<file path="config.mk">
export PLATFORM = sky130hd
export DESIGN_NAME = ls_buffer
export DESIGN_NICKNAME = d
export VERILOG_FILES = /design/src/rtl/ls_buffer_pkg.sv /design/src/rtl/ls_load_ext.sv /design/src/rtl/ls_buffer.sv
export SDC_FILE = /design/constraint.sdc
export NUM_CORES = 1
export LEC_CHECK = 0
export BUFFER_PORTS_ARGS = -buffer_cell sky130_fd_sc_hd__buf_2
export CAP_MARGIN = 10
export CORE_MARGIN = 3
export CORE_UTILIZATION = 40
export CTS_CLUSTER_SIZE = 25
export DETAILED_ROUTE_END_ITERATION = 7
export SLEW_MARGIN = 0
export SYNTH_ARGS = -nofsm -noshare
export SYNTH_HDL_FRONTEND = slang
export SYNTH_SLANG_ARGS = --single-unit
</file>
<file path="constraint.sdc">
create_clock -name clk -period 4.4 [get_ports clk]
set_input_delay 0.44 -clock clk [delete_from_list [all_inputs] [get_ports clk]]
set_output_delay 0.44 -clock clk [all_outputs]
set_load 0.05 [all_outputs]
</file>
<file path="src/rtl/ls_buffer_pkg.sv">
// ls_buffer_pkg: opcodes, width codes, FSM states and the queue entry type
// shared by the load/store buffer and its load-extension helper.
package ls_buffer_pkg;

    localparam int ROB_W = 5;

    localparam logic [6:0] OP_LOAD  = 7'b0000011;
    localparam logic [6:0] OP_STORE = 7'b0100011;

    localparam logic [2:0] F3_B  = 3'b000;
    localparam logic [2:0] F3_H  = 3'b001;
    localparam logic [2:0] F3_W  = 3'b010;
    localparam logic [2:0] F3_BU = 3'b100;
    localparam logic [2:0] F3_HU = 3'b101;

    typedef enum logic [1:0] {
        ST_IDLE  = 2'd0,
        ST_BUSY  = 2'd1,
        ST_DRAIN = 2'd2
    } lsb_state_e;

    typedef struct packed {
        logic [31:0]      addr;
        logic [31:0]      data;
        logic             is_store;
        logic [2:0]       funct3;
        logic [ROB_W-1:0] rob_id;
    } lsb_entry_t;

endpackage

</file>
<file path="src/rtl/ls_load_ext.sv">
// ls_load_ext: sign/zero extension of raw LSB-aligned load data by Funct3.
module ls_load_ext
    import ls_buffer_pkg::*;
(
    input  logic [2:0]  funct3,
    input  logic [31:0] raw,
    output logic [31:0] data
);

    // Byte/half loads extend from bit 7/15; word and unknown codes pass through.
    always_comb begin
        data = raw;
        case (funct3)
            F3_B:    data = {{24{raw[7]}}, raw[7:0]};
            F3_H:    data = {{16{raw[15]}}, raw[15:0]};
            F3_W:    data = raw;
            F3_BU:   data = {24'd0, raw[7:0]};
            F3_HU:   data = {16'd0, raw[15:0]};
            default: data = raw;
        endcase
    end

endmodule

</file>
<file path="src/rtl/ls_buffer.sv">
// ls_buffer: in-order load/store queue issuing its head to a single-outstanding
// memory port and broadcasting load results on the CDB.
// Optional feature: define LSB_IO_ORDER_EN to hold I/O-space loads
// (addr[17:16] == 2'b11) at the head until they are the oldest ROB entry.
module ls_buffer
    import ls_buffer_pkg::*;
#(
    parameter int DEPTH = 4
)
(
    input  logic             clk,
    input  logic             rst_n,
    input  logic             rst_c,
    input  logic             rdy,
    input  logic             en_i,
    input  logic [31:0]      A_i,
    input  logic [31:0]      B_i,
    input  logic [31:0]      Imm_i,
    input  logic [6:0]       OP_i,
    input  logic [2:0]       Funct3_i,
    input  logic [ROB_W-1:0] ROB_id_i,
    output logic             full_o,
    input  logic [ROB_W-1:0] rob_head_i,
    output logic             mem_req_o,
    output logic             mem_we_o,
    output logic [31:0]      mem_addr_o,
    output logic [31:0]      mem_wdata_o,
    output logic [1:0]       mem_size_o,
    input  logic             mem_done_i,
    input  logic [31:0]      mem_rdata_i,
    output logic             cdb_en_o,
    output logic [ROB_W-1:0] cdb_id_ROB_o,
    output logic [31:0]      cdb_data_o
);

    localparam int PTR_W = (DEPTH > 1) ? $clog2(DEPTH) : 1;
    localparam int CNT_W = $clog2(DEPTH + 1);

    lsb_entry_t       q [DEPTH];
    logic [PTR_W-1:0] rd_ptr, wr_ptr;
    logic [CNT_W-1:0] count;
    lsb_state_e       state;

    lsb_entry_t       head;
    logic             head_vld;
    logic             push, pop;
    logic             needs_order, issue_ok;
    logic [31:0]      ext_data;

    assign head     = q[rd_ptr];
    assign head_vld = (count != '0);

    // One slot is kept spare for the reservation station's issue latency.
    assign full_o = (count >= CNT_W'(DEPTH - 1));

    // A write arriving with every slot occupied is dropped; a flush cycle accepts nothing.
    assign push = rdy && en_i && !rst_c && (count != CNT_W'(DEPTH));
    assign pop  = rdy && !rst_c && (state == ST_BUSY) && mem_done_i;

    // Stores (and optionally I/O loads) must wait until they are the oldest in the ROB.
    always_comb begin
        needs_order = head.is_store;
`ifdef LSB_IO_ORDER_EN
        if (!head.is_store && (head.addr[17:16] == 2'b11))
            needs_order = 1'b1;
`endif
        issue_ok = !needs_order || (rob_head_i == head.rob_id);
    end

    ls_load_ext u_ext (
        .funct3 (head.funct3),
        .raw    (mem_rdata_i),
        .data   (ext_data)
    );

    // Entry storage: no reset needed, occupancy is tracked by count.
    always_ff @(posedge clk) begin
        if (push)
            q[wr_ptr] <= '{addr:     A_i + Imm_i,
                           data:     B_i,
                           is_store: (OP_i == OP_STORE),
                           funct3:   Funct3_i,
                           rob_id:   ROB_id_i};
    end

    // Queue pointers and occupancy; a flush empties the queue.
    always_ff @(posedge clk or negedge rst_n) begin
        if (!rst_n) begin
            rd_ptr <= '0;
            wr_ptr <= '0;
            count  <= '0;
        end else if (rdy) begin
            if (rst_c) begin
                rd_ptr <= '0;
                wr_ptr <= '0;
                count  <= '0;
            end else begin
                if (push) wr_ptr <= wr_ptr + 1'b1;
                if (pop)  rd_ptr <= rd_ptr + 1'b1;
                case ({push, pop})
                    2'b10:   count <= count + 1'b1;
                    2'b01:   count <= count - 1'b1;
                    default: count <= count;
                endcase
            end
        end
    end

    // Issue FSM with registered memory and CDB outputs.
    // The CDB strobe is a pulse, so it falls even while rdy is low.
    always_ff @(posedge clk or negedge rst_n) begin
        if (!rst_n) begin
            state        <= ST_IDLE;
            mem_req_o    <= 1'b0;
            mem_we_o     <= 1'b0;
            mem_addr_o   <= '0;
            mem_wdata_o  <= '0;
            mem_size_o   <= '0;
            cdb_en_o     <= 1'b0;
            cdb_id_ROB_o <= '0;
            cdb_data_o   <= '0;
        end else begin
            cdb_en_o <= 1'b0;
            if (rdy) begin
                case (state)
                    ST_IDLE: begin
                        if (!rst_c && head_vld && issue_ok) begin
                            mem_req_o   <= 1'b1;
                            mem_we_o    <= head.is_store;
                            mem_addr_o  <= head.addr;
                            mem_wdata_o <= head.data;
                            mem_size_o  <= head.funct3[1:0];
                            state       <= ST_BUSY;
                        end
                    end
                    ST_BUSY: begin
                        if (mem_done_i) begin
                            mem_req_o <= 1'b0;
                            state     <= ST_IDLE;
                            if (!head.is_store && !rst_c) begin
                                cdb_en_o     <= 1'b1;
                                cdb_id_ROB_o <= head.rob_id;
                                cdb_data_o   <= ext_data;
                            end
                        end else if (rst_c) begin
                            // Memory still owes a response; swallow it in DRAIN.
                            state <= ST_DRAIN;
                        end
                    end
                    ST_DRAIN: begin
                        if (mem_done_i) begin
                            mem_req_o <= 1'b0;
                            state     <= ST_IDLE;
                        end
                    end
                    default: state <= ST_IDLE;
                endcase
            end
        end
    end

endmodule

</file>
Word level (Yosys, flattened, before mapping)
Memories as Yosys holds them, arrays and structs flattened.
Index checks and enable logic that the tools add are counted.
{"block": "totals", "register_bits": 115, "mem_bits_rw": 292, "input_bits": 154, "output_inout_bits": 107, "wordCells": 81, "n_memories": 1}
{"block": "classes", "n_addsub": 5, "magnitude_cmp": 1, "n_eq_ne": 14, "n_mux": 21, "reduce_logical": 27}
{"name": "q", "words": 4, "width": 73, "rd": 1, "rd_clocked_by_memory_dff": 0, "wr": 1, "line": "ls_buffer.sv:39", "source": "lsb_entry_t q [DEPTH];"}
{"operator": "32-bit case mux with 4 select lines", "count": 1}
{"operator": "32-bit adder", "count": 1}
{"operator": "2-bit two-way mux", "count": 8}
{"operator": "4-bit AND reduction", "count": 3}
{"operator": "1-bit logical AND", "count": 9}
{"operator": "1-bit two-way mux", "count": 8}
{"operator": "7-bit by 6-bit == test with 1-bit output, second input constant", "count": 1}
{"operator": "3-bit == test, second input constant", "count": 2}
{"operator": "3-bit != test, second input constant", "count": 2}
{"operator": "2-bit case mux with 3 select lines", "count": 1}
{"operator": "3-bit case mux with 2 select lines", "count": 1}
{"operator": "2-bit AND reduction", "count": 3}
{"operator": "2-bit nonzero test", "count": 3}
{"operator": "3-bit nonzero test", "count": 2}
{"operator": "5-bit == test", "count": 1}
{"operator": "2-bit by 1-bit adder with 2-bit output, second input constant", "count": 2}
{"operator": "2-bit by 1-bit == test with 1-bit output, second input constant", "count": 2}
{"operator": "2-bit == test, second input constant", "count": 2}
{"operator": "2-bit != test, second input constant", "count": 2}
{"operator": "3-bit by 1-bit adder with 3-bit output, second input constant", "count": 1}
{"operator": "3-bit by 1-bit == test with 1-bit output, second input constant", "count": 1}
{"operator": "3-bit by 2-bit greater-or-equal comparator with 1-bit output, second input constant", "count": 1}
{"operator": "3-bit logical NOT", "count": 1}
{"operator": "3-bit two-way mux", "count": 1}
{"operator": "8 further kinds", "count": 9}

Logic depth before layout (Yosys ltp)
{"block": "depth", "word_depth": 7, "ltp_mapped": 11, "depth_no_buf": 11}

Cells and area by module
From an unflattened synthesis, not the netlist that was laid out.
{"block": "unflattened", "hier_cells": 993, "area_unflattened_um2": 17245.3}
{"mod": "ls_buffer", "n_inst": 1, "cells_per_inst": 926, "area_each_um2": 16889.9, "seq_area_each_um2": 11646.2}
{"mod": "ls_load_ext", "n_inst": 1, "cells_per_inst": 67, "area_each_um2": 355.3, "seq_area_each_um2": 0.0}

Least setup slack after synthesis
OpenSTA, ideal clock, no wires.
{"block": "synth_timing", "path_kind": "input to register", "from": "input port rdy", "to": "memory q[0][0] (netlist bit) (enable)", "setup_ns": 0.440, "arrival_ns": 2.831, "required_ns": 3.960, "slack_ns": 1.129, "path_stages": 3, "path_buffers": 1, "path_cell_list": "clkbuf_1 -> nor2b_1 -> and3_1"}
{"block": "synth_via", "elab_chain_len": 5}
{"element": "start, declared", "line": "ls_buffer.sv:14", "source": "input logic rdy,"}
{"element": "1-bit logical AND (3 in a row)", "line": "ls_buffer.sv:57", "source": "assign push = rdy && en_i && !rst_c && (count != CNT_W'(DEPTH));"}
{"element": "1-bit two-way mux", "line": "ls_buffer.sv:78", "source": "if (push)"}
{"element": "1-bit two-way mux (implied by the code)", "line": "ls_buffer.sv:79", "source": "q[wr_ptr] <= '{addr: A_i + Imm_i,"}
{"element": "end, declared", "line": "ls_buffer.sv:39"}
Every way passes these cells.

Final worst setup path
{"block": "layout_timing", "from": "input port A_i[0]", "to": "memory q[0][71] (netlist bit) (data pin)"}
{"block": "layout_via", "elab_chain_len": 1}
{"element": "start, declared", "line": "ls_buffer.sv:16", "source": "input logic [31:0] A_i,"}
{"element": "32-bit adder", "line": "ls_buffer.sv:79"}
Every way passes these cells.

==> metrics.log <==
INFO  metric final.min_clock_period = ~3100 ps
INFO  metric floorplan.initialDensity = 41.0%
INFO  metric netlist_instances = just under 1,000
INFO  metric numCtsBuffers = 42
INFO  metric synthDominantAreaCellType = sky130_fd_sc_hd__edfxtp_1
INFO  metric grt_pass1_wl = approximately 55,000 um
INFO  metric crit-reg2reg-launch = rd_ptr[0]$_DFFE_PN0P_
INFO  metric async_flop_share = roughly 28%
INFO  metric clock_sink_count = slightly above 400
INFO  metric io_buffer_count = 260
INFO  metric synth-seq-area-share = between 60 and 70%
INFO  metric grt_usage = approximately 16%
INFO  metric drc = 0
INFO  metric cts.clk_slew.worst_paths = 60 ps
INFO  metric i_o_pin_cnt = 261
INFO  metric avg_cell_area_syn = roughly 17 um2
INFO  metric worstSkewPairLatency = 530 ps
INFO  metric cts_tree = done
INFO  metric pins_over_their_slew_limit = 0
INFO  metric fin_worst_skew = 12.8 ps
INFO  metric cts-resized-gates = 0
INFO  metric num_vias = about 9,500
INFO  metric synth_cell_types = 52
INFO  metric fin_tns_setup = 0 ps
INFO  metric gr-total-overflow = 0
INFO  metric dieArea = roughly 45,000 um2
INFO  metric post-synth-top-count-cell = sky130_fd_sc_hd__edfxtp_1
INFO  metric post_layout_nonfiller_instances = around 1,800
INFO  metric report.final.setup_viol = 0
INFO  metric post_route_cells_drive_above_1_share = between 30% and 40%
INFO  metric number_of_global_route_vias_before_repair = approximately 9,700
INFO  metric dp.cells = ~1,800
INFO  metric leak = 7.81 nW
INFO  metric synth_edf_count = between 200 and 300
INFO  metric dp_hpwl = 22,800 um
INFO  metric placementRows = 74
INFO  metric area.growth.synth_to_final = 19.5%
INFO  metric synth_area = approximately 17,000 um2
INFO  metric ys.flop_type = sky130_fd_sc_hd__edfxtp_1
INFO  metric endpoint_kind = flop
INFO  metric timing.critical_path.from_type = primary input
INFO  metric vdd_ir_drop_max = roughly 0.00034 V
INFO  metric clock_tree.root_cell = sky130_fd_sc_hd__clkbuf_16
INFO  metric ctsHtreeMaxLevel = 2
INFO  metric worst-r2r-cell-count = 7
INFO  metric synthTopCellsByCount = sky130_fd_sc_hd__edfxtp_1, sky130_fd_sc_hd__dfrtp_1, sky130_fd_sc_hd__mux4_2
INFO  metric dr.first_iter.drc_count = around 560
INFO  metric finalCritPeriodShare = ~70%
INFO  metric coreArea = about 41,000 um2
INFO  metric diodes = 0
INFO  metric post_drt_via_cell_ratio = ~5.2
INFO  metric hp-class = in2async
INFO  metric synthDominantCellAreaShare = 51.8%
INFO  metric outcome = finished with violations
INFO  metric violated_checks = negative hold slack
INFO  metric hold_ws = -14.8 ps
INFO  metric layout.nets = about 1,500
INFO  metric place.gp.congestion = slightly above 0.8
INFO  metric die_h = about 210 um
INFO  metric wl_per_cell = approximately 19 um
INFO  metric worst_ep_arrival_time = between 3000 and 4000 ps
INFO  metric die_width = roughly 210 um
INFO  metric path_class = in2reg
INFO  metric critPathRequiredTime = 4650 ps
INFO  metric crit_chain = buf_2, ha_1, fa_1, a211o_1, a21oi_1, o221ai_1, a31o_2, a2111oi_0, buf_4, o31ai_1, xor2_1
INFO  metric detailed_router_iteration_count_before_antenna_repair = 5
INFO  metric maximum_fanout_count_along_the_critical_path = 4
INFO  metric ff_to_ff_setup_slack = around 1400 ps
INFO  metric power.density_cell_area = a little over 600 nW/um2
INFO  metric maximum_number_of_pins_on_one_net_before_global_route_repair = 81
INFO  metric register_bit_total_from_synthesis = around 410
INFO  metric fmax = roughly 320 MHz
INFO  metric synth.yosys.warnings = 0
INFO  metric number_of_antenna_violations_at_the_first_check_in_global_routing = 0
INFO  metric report.final.hold_viol_count = 4
INFO  metric synth_nets = 1,184
INFO  metric timing.critical_path.slowest_stage_cell = sky130_fd_sc_hd__fa_1
INFO  metric cts_max_path_buffers = 3
INFO  metric max_transition_margin = 28.8%
INFO  metric hold_bufs_inserted_after_cts = 0
INFO  metric critical_path.max_stage_delay = 440 ps
INFO  metric drtAntennaViolNets = 0
INFO  metric max_slew.worst_pin.slew = 1070 ps
INFO  metric worst_r2r_endpoint = mem_addr_o[28]$_DFFE_PN0P_
INFO  metric rsz0062_at_grt = no
INFO  metric routed_wirelength = about 35,000 um
INFO  metric post_cts_buffers = 0
INFO  metric drv_cap = 0
INFO  metric netlist_top_cells_area = sky130_fd_sc_hd__edfxtp_1, sky130_fd_sc_hd__dfrtp_1, sky130_fd_sc_hd__mux4_2
[state kept, by name, indices dropped and copies added, names as in the netlist]
name,count
q,292
cdb_data_o,32
mem_addr_o,32
mem_wdata_o,32
cdb_id_ROB_o,5
count,3
mem_size_o,2
rd_ptr,2
state,2
wr_ptr,2
cdb_en_o,1
mem_req_o,1
mem_we_o,1
[metrics by stage]
stage | utilization, % | total power [mW] | instance area, um2 | worst slack, ps | hold WS [ps]
3_3_place_gp | 45.8 | 9.27 | 18900 | 786 | 461
6_report | 49.0 | 12.6 | 20200 | 1320 | -14.8
4_1_cts | 49.0 | 12.8 | 20200 | 1310 | 28.0
5_1_grt | 49.0 | 13.2 | 20200 | 1150 | 55.1
3_5_place_dp | 45.8 | 9.33 | 18900 | 786 | 477
2_1_floorplan | - | 8.24 | 16900 | 1130 | 144
[area by class of cell]
class / count / area [um2]
Inverter: 17 / 63.8
Fill cell: 3527 / 21100
Multi-Input combinational cell: 526 / 5060
Clock inverter: 19 / 165
Tap cell: 532 / 666
Timing Repair Buffer: 274 / 1480
Clock buffer: 56 / 1150
Sequential cell: 407 / 11700
[worst max-delay path by stage]
stage               depth (start not counted)                          to                   from
floorplan                                   3           q[0][0]$_DFFE_PP_                    rdy
global placement                           11          q[0][71]$_DFFE_PP_                 A_i[0]
detailed placement                         11          q[0][71]$_DFFE_PP_                 A_i[0]
CTS                                         7  mem_addr_o[28]$_DFFE_PN0P_  rd_ptr[0]$_DFFE_PN0P_
global route                                7  mem_addr_o[28]$_DFFE_PN0P_  rd_ptr[0]$_DFFE_PN0P_
finish                                     11          q[0][71]$_DFFE_PP_                 A_i[0]
[routing by layer]
layer / wire length (um) / vias up / GRT usage, %
li1: - / 4417 / -
met1: 15200 / 4765 / 21.0
met2: 17700 / 267 / 27.3
met3: 1920 / 45 / 2.85
met4: 678 / 0 / 4.16
met5: 0 / - / 0
[cell families (layout without fill, tap and decap cells)]
family	after synthesis	in the layout	share of synthesized area, %
and+or+nand+nor	149	149	4.00
muxes	153	153	15.4
AOI/OAI and AO/OA	151	151	5.49
xor gates and xnor gates	32	32	1.65
adders and majority gates	41	41	3.12
buffers and inverters	56	366	1.53
DFF	407	407	68.8
[critical path, delay by kind of cell]
kind	cells	cell delay, ps
buffers and inverters	2	300
AO/OA/AOI/OAI	6	1700
adder cells (fa/ha/maj)	2	690
XOR/XNOR	1	180
[placed cells by master, fill, tap and decap left out, types with 18 or more instances in the layout]
master	count
sky130_fd_sc_hd__a21oi_1	58
sky130_fd_sc_hd__nand2_1	51
sky130_fd_sc_hd__ha_1	39
sky130_fd_sc_hd__clkbuf_16	43
sky130_fd_sc_hd__mux4_2	73
sky130_fd_sc_hd__o21ai_0	31
sky130_fd_sc_hd__mux2_4	19
sky130_fd_sc_hd__edfxtp_1	292
sky130_fd_sc_hd__dfrtp_1	113
sky130_fd_sc_hd__buf_2	259
sky130_fd_sc_hd__nor2_1	46
sky130_fd_sc_hd__xnor2_1	18
sky130_fd_sc_hd__mux2_2	61
[where the power goes]
| group | internal (mW) | switching, mW | leakage (nW) |
|---|---|---|---|
| clock | 2.01 | 1.37 | 0.652 |
| combinational | 1.24 | 2.79 | 3.10 |
| sequential | 4.81 | 0.350 | 4.06 |
Note: power is estimated with default switching activity, not from simulation.
